===== src/rtl/div_pkg.sv =====
// Shared constants for the iterative divider: FSM state codes, handshake levels and datapath widths.
package div_pkg;

  localparam int DATA_W  = 32;
  localparam int DWORD_W = 64;

  localparam logic [1:0] DIV_FREE    = 2'b00;
  localparam logic [1:0] DIV_BY_ZERO = 2'b01;
  localparam logic [1:0] DIV_ON      = 2'b10;
  localparam logic [1:0] DIV_END     = 2'b11;

  localparam logic DIV_RESULT_READY     = 1'b1;
  localparam logic DIV_RESULT_NOT_READY = 1'b0;
  localparam logic DIV_START            = 1'b1;
  localparam logic DIV_STOP             = 1'b0;

endpackage


===== src/rtl/div.sv =====
// 32-bit signed/unsigned restoring divider, one quotient bit per clock, result as {remainder, quotient}.
// Optional cancel via annul_i when DIV_ANNUL_EN is defined.
module div
  import div_pkg::*;
(
  input  logic                clk,
  input  logic                rst,
  input  logic                signed_div_i,
  input  logic [DATA_W-1:0]   opdata1_i,
  input  logic [DATA_W-1:0]   opdata2_i,
  input  logic                start_i,
  input  logic                annul_i,
  output logic [DWORD_W-1:0]  result_o,
  output logic                ready_o,
  output logic                busy_o
);

  logic [1:0]          state_q, state_d;
  logic [5:0]          cnt_q, cnt_d;
  // Partial remainder lives in [64:33]; dividend bits shift out of [32:1] as quotient bits enter at [0].
  logic [DWORD_W:0]    work_q, work_d;
  logic [DATA_W-1:0]   divisor_q, divisor_d;
  logic                sign1_q, sign1_d, sign2_q, sign2_d, signed_q, signed_d;
  logic [DWORD_W-1:0]  result_q, result_d;
  logic                ready_q, ready_d;

  logic                annul;
  logic [DATA_W:0]     trial;
  logic [DATA_W-1:0]   mag1, mag2, quot_fix, rem_fix;

`ifdef DIV_ANNUL_EN
  assign annul = annul_i;
`else
  logic unused_annul;
  assign unused_annul = annul_i;
  assign annul        = 1'b0;
`endif

  assign mag1  = (signed_div_i && opdata1_i[DATA_W-1]) ? (32'd0 - opdata1_i) : opdata1_i;
  assign mag2  = (signed_div_i && opdata2_i[DATA_W-1]) ? (32'd0 - opdata2_i) : opdata2_i;
  assign trial = {1'b0, work_q[63:32]} - {1'b0, divisor_q};

  assign quot_fix = (signed_q && (sign1_q ^ sign2_q)) ? (32'd0 - work_q[31:0]) : work_q[31:0];
  assign rem_fix  = (signed_q && sign1_q) ? (32'd0 - work_q[64:33]) : work_q[64:33];

  // NOTE: every next-state signal takes its current value first, so no path through the case leaves one unassigned (no latches).
  always_comb begin
    state_d   = state_q;
    cnt_d     = cnt_q;
    work_d    = work_q;
    divisor_d = divisor_q;
    sign1_d   = sign1_q;
    sign2_d   = sign2_q;
    signed_d  = signed_q;
    result_d  = result_q;
    ready_d   = ready_q;

    case (state_q)
      DIV_FREE: begin
        if (start_i == DIV_START && !annul) begin
          sign1_d   = opdata1_i[DATA_W-1];
          sign2_d   = opdata2_i[DATA_W-1];
          signed_d  = signed_div_i;
          divisor_d = mag2;
          work_d    = {32'd0, mag1, 1'b0};
          cnt_d     = 6'd0;
          state_d   = (opdata2_i == '0) ? DIV_BY_ZERO : DIV_ON;
        end
      end
      DIV_BY_ZERO: begin
        // Dwells two cycles so a zero divisor answers on the second edge after accept.
        if (annul) begin
          state_d = DIV_FREE;
        end else if (cnt_q == 6'd0) begin
          cnt_d = 6'd1;
        end else begin
          state_d  = DIV_END;
          result_d = '0;
          ready_d  = DIV_RESULT_READY;
        end
      end
      DIV_ON: begin
        if (annul) begin
          state_d = DIV_FREE;
        end else if (cnt_q != 6'd32) begin
          work_d = trial[DATA_W] ? {work_q[63:0], 1'b0} : {trial[31:0], work_q[31:0], 1'b1};
          cnt_d  = cnt_q + 6'd1;
        end else begin
          result_d = {rem_fix, quot_fix};
          ready_d  = DIV_RESULT_READY;
          state_d  = DIV_END;
        end
      end
      DIV_END: begin
        if (start_i == DIV_STOP) begin
          state_d  = DIV_FREE;
          result_d = '0;
          ready_d  = DIV_RESULT_NOT_READY;
        end
      end
      default: state_d = DIV_FREE;
    endcase
  end

  // NOTE: sequential state uses non-blocking assignments so every register samples pre-edge values.
  always_ff @(posedge clk or negedge rst) begin
    if (!rst) begin
      state_q   <= DIV_FREE;
      cnt_q     <= '0;
      work_q    <= '0;
      divisor_q <= '0;
      sign1_q   <= 1'b0;
      sign2_q   <= 1'b0;
      signed_q  <= 1'b0;
      result_q  <= '0;
      ready_q   <= DIV_RESULT_NOT_READY;
    end else begin
      state_q   <= state_d;
      cnt_q     <= cnt_d;
      work_q    <= work_d;
      divisor_q <= divisor_d;
      sign1_q   <= sign1_d;
      sign2_q   <= sign2_d;
      signed_q  <= signed_d;
      result_q  <= result_d;
      ready_q   <= ready_d;
    end
  end

  assign result_o = result_q;
  assign ready_o  = ready_q;
  assign busy_o   = (state_q == DIV_BY_ZERO) || (state_q == DIV_ON);

endmodule


===== config.mk =====
export PLATFORM = sky130hd
export DESIGN_NAME = div
export DESIGN_NICKNAME = d
export VERILOG_FILES = /design/src/rtl/div_pkg.sv /design/src/rtl/div.sv
export SDC_FILE = /design/constraint.sdc
export NUM_CORES = 1
export LEC_CHECK = 0
export BUFFER_PORTS_ARGS = -buffer_cell sky130_fd_sc_hd__buf_4
export CORE_ASPECT_RATIO = 2
export CORE_MARGIN = 5
export CORE_UTILIZATION = 28
export DETAILED_ROUTE_END_ITERATION = 10
export PLACE_DENSITY = 0.46
export SLEW_MARGIN = 40
export SYNTH_ARGS = -nofsm -noshare
export SYNTH_HDL_FRONTEND = slang
export SYNTH_SLANG_ARGS = --single-unit

===== constraint.sdc =====
create_clock -name clk -period 3.5 [get_ports clk]
set_input_delay 0.175 -clock clk [delete_from_list [all_inputs] [get_ports clk]]
set_output_delay 0.175 -clock clk [all_outputs]
set_load 0.05 [all_outputs]

==> results.cfg <==
[timing]
setup-tns-final_ns = 0
setup_viol = 0
maxSlewViolCount = 0
hold_viol_final = 0
max_freq_mhz = 303
timing.hold.ws_ns = 0.0325
slew_headroom = 0.503
min_period_over_period = 0.944
grt_setup_unrepaired = yes
worst_pin_slew_ns = 0.742
skew_ns = 0.0115
layout_min_cycle_time_ns = 3.31

[logic_synthesis]
synth.top_cell.area_share = 0.380
synth_compound_area_frac = 0.204
post-synth-top-count-cell = nand2_1
synthCells = 1402
ys_types = 67
synth.ff_latch_count = 173
synth_nets = 1517
synth_edf_count = 0
synth_top_family_by_area = compound AO/OA/AOI/OAI gates
yosys-top-cells-count = nand2_1, o21ai_0, dfrtp_1
avgSynthCellArea_um2 = 8.13
muxShareOfSynthArea = 0.0212
synth_fa_ha_area_frac = 0.0511
yosysSeqAreaShare = 0.380
async_flop_share = 1.00
synthTopCellsByArea = dfrtp_1, nand2_1, o21ai_0
synth_ff_type = dfrtp_1
ys_warn_count = 0
synth_top_cell_by_area = dfrtp_1
syn_area_um2 = 11400
synthXorXnorAreaFrac = 0.108
synthSimpleGateAreaFrac = 0.190

[global_route]
grt_usage = 0.156
grt_pass1_vias = 10442
antenna_found_initial = 0
grt_max_degree = 81
grt_overflow = 0
grt_pass1_wl_mm = 56.2

[cells_and_area]
final_core_util = 0.343
antenna_cells = 0
multiInputGateArea_um2 = 6580
final_net_count = 1649
syn_to_final_growth_pct = 21.3
nFillCells = 4345
drive_gt1_frac = 0.148
seqCellArea_um2 = 4330

[setup_path]
crit_fanout = 13
crit_slowest_cell = fa_1
cp_top_family = compound AO/OA/AOI/OAI gates
cp_cell_sequence = ha_1 > fa_1 > nor2b_1 > o31a_2 > o41ai_1 > o21a_1 > nand2b_4 > o311ai_4 > a21boi_2 > o31ai_4 > buf_6 > mux2i_1 > o221ai_1
worstSetupEndpointType = register
cp.arrival_ns = 3.61
cp_slowest_stage_delay_ns = 0.41
critPathRequiredTime_ns = 3.80
critPathKind = register to register
critPathBufInv = 1
start_kind = register

[floorplan]
rows = 104
die_y_um = 295
core_area_um2 = 40300
ioPinCount = 135
initial_core_util = 0.283
dieArea_um2 = 45100
floorplan.die.width_um = 153

[power]
p_per_area_nw_per_um2 = 972
p_leak_uw = 0.00629
power.total_uw = 13400
irDropWorstVdd_mv = 0.428

[cts]
cts.sinks = 173
clk_latency_ns = 0.45
numCtsBuffers = 17
root_buffer = clkbuf_16
cts_tree = done
clk_pin_slew_ns = 0.07
clock_tree.buffer_depth = 2
ctsHtreeMaxLevel = 4

[route]
drtIter0Drc = 342
detail-route-antenna-nets = 0
drcViolationCount = 0
viasPerCell = 4.81
routed_wl_mm = 35.0
wl_per_cell_um = 16.9
vias = 9977
drtPass1Iterations = 5

[placed_design]
post-dp-hpwl_mm = 27.7
io_buffer_count = 133
gp_congestion = 0.829

[worst_hold_path]
hold_class = primary input to register

[job]
cap_viol_max_count = 0

[outcome]
status = complete, no violations
==> layer usage <==
layer | vias up | wire, um | GRT usage
met4 | 0 | 961 | 0.0579
met1 | 4640 | 12900 | 0.158
met2 | 181 | 20000 | 0.316
li1 | 5105 | - | -
met3 | 51 | 1100 | 0.0253
met5 | - | 0 | 0
==> what timing repair did <==
action | CTS | global route
hold endpoints to repair | 83 | 0
endpoints found under the setup margin | 0 | 11
hold buffers | 8 | 0
buffers inserted | 0 | 0
gates resized for setup | 0 | 3
==> logic make-up (layout without fill, tap and decap cells) <==
group           after synthesis  after routing
fa+ha+maj                    46             46
flops                       173            173
xor+xnor                    141            141
buf+inv                     133            276
simple gates                482            482
compound gates              403            403
mux                          24             24
==> power by group <==
| group | switching [uW] | leakage, uW | total [uW] | internal [uW] |
|---|---|---|---|---|
| Sequential | 719 | 0.00228 | 3490 | 2770 |
| Clock | 831 | 0.000261 | 1870 | 1040 |
| Combinational | 5100 | 0.00375 | 8080 | 2970 |
==> final timing paths <==
check                               from             to  slack (ns)  cells after the start
setup / recovery            divisor_q[0]     work_q[63]        0.19                     13
hold / removal             opdata2_i[18]  divisor_q[18]        0.03                      3
setup reg to reg            divisor_q[0]     work_q[63]        0.19                     13
hold reg to reg             divisor_q[9]   divisor_q[9]        0.48                      2
max in group asynchronous            rst  divisor_q[13]        2.33                      3
min in group asynchronous            rst     work_q[32]        0.33                      2
==> sequential cells by signal, indices dropped and copies added, names as in the netlist <==
name       cells
cnt_q          6
sign2_q        1
result_o      64
signed_q       1
sign1_q        1
state_q        2
work_q        65
ready_o        1
divisor_q     32
==> worst reg2reg max path: stages, from the launching register on <==
cell and delay [ns]:
dfrtp_1 0.40, ha_1 0.21, fa_1 0.41, nor2b_1 0.19, o31a_2 0.17, o41ai_1 0.07
o21a_1 0.25, nand2b_4 0.18, o311ai_4 0.31, a21boi_2 0.13, o31ai_4 0.30, buf_6 0.23
mux2i_1 0.20, o221ai_1 0.12
==> final cells by class <==
cell class,count,share of cell area
clock inverter,11,0.00887
multi-input combinational,1096,0.476
clock buffer,19,0.0313
timing repair buffer,187,0.107
sequential,173,0.313
inverter,59,0.0160
tap,530,0.0479
==> layout by cell type (no fill, tap or decap), drive strengths merged, types with 11 or more instances in the layout <==
master  synthesis  routed
o21ai         199     199
nand3          12      12
nor2           96      96
a21oi         110     110
xor2           62      62
nand2         255     255
clkbuf         65      20
nor4           18      18
xnor2          79      79
nor3           19      19
buf             9     178
inv            58      58
mux2i          23      23
nand2b         12      12
a21o           25      25
or4            11      11
o31ai          13      13
ha             45      45
or3            12      12
dfrtp         173     173
==> through the flow <==
step / worst slack, ns / area (um2) / std cells
2_1_floorplan: 0.434 / 11400 / 1402
3_3_place_gp: 0.151 / 13200 / 2037
3_5_place_dp: 0.120 / 13200 / 2037
4_1_cts: 0.0997 / 13800 / 2075
5_1_grt: -0.00186 / 13800 / 2075
6_report: 0.194 / 13800 / 2075
No activity file was read; power rests on OpenSTA's default activity.
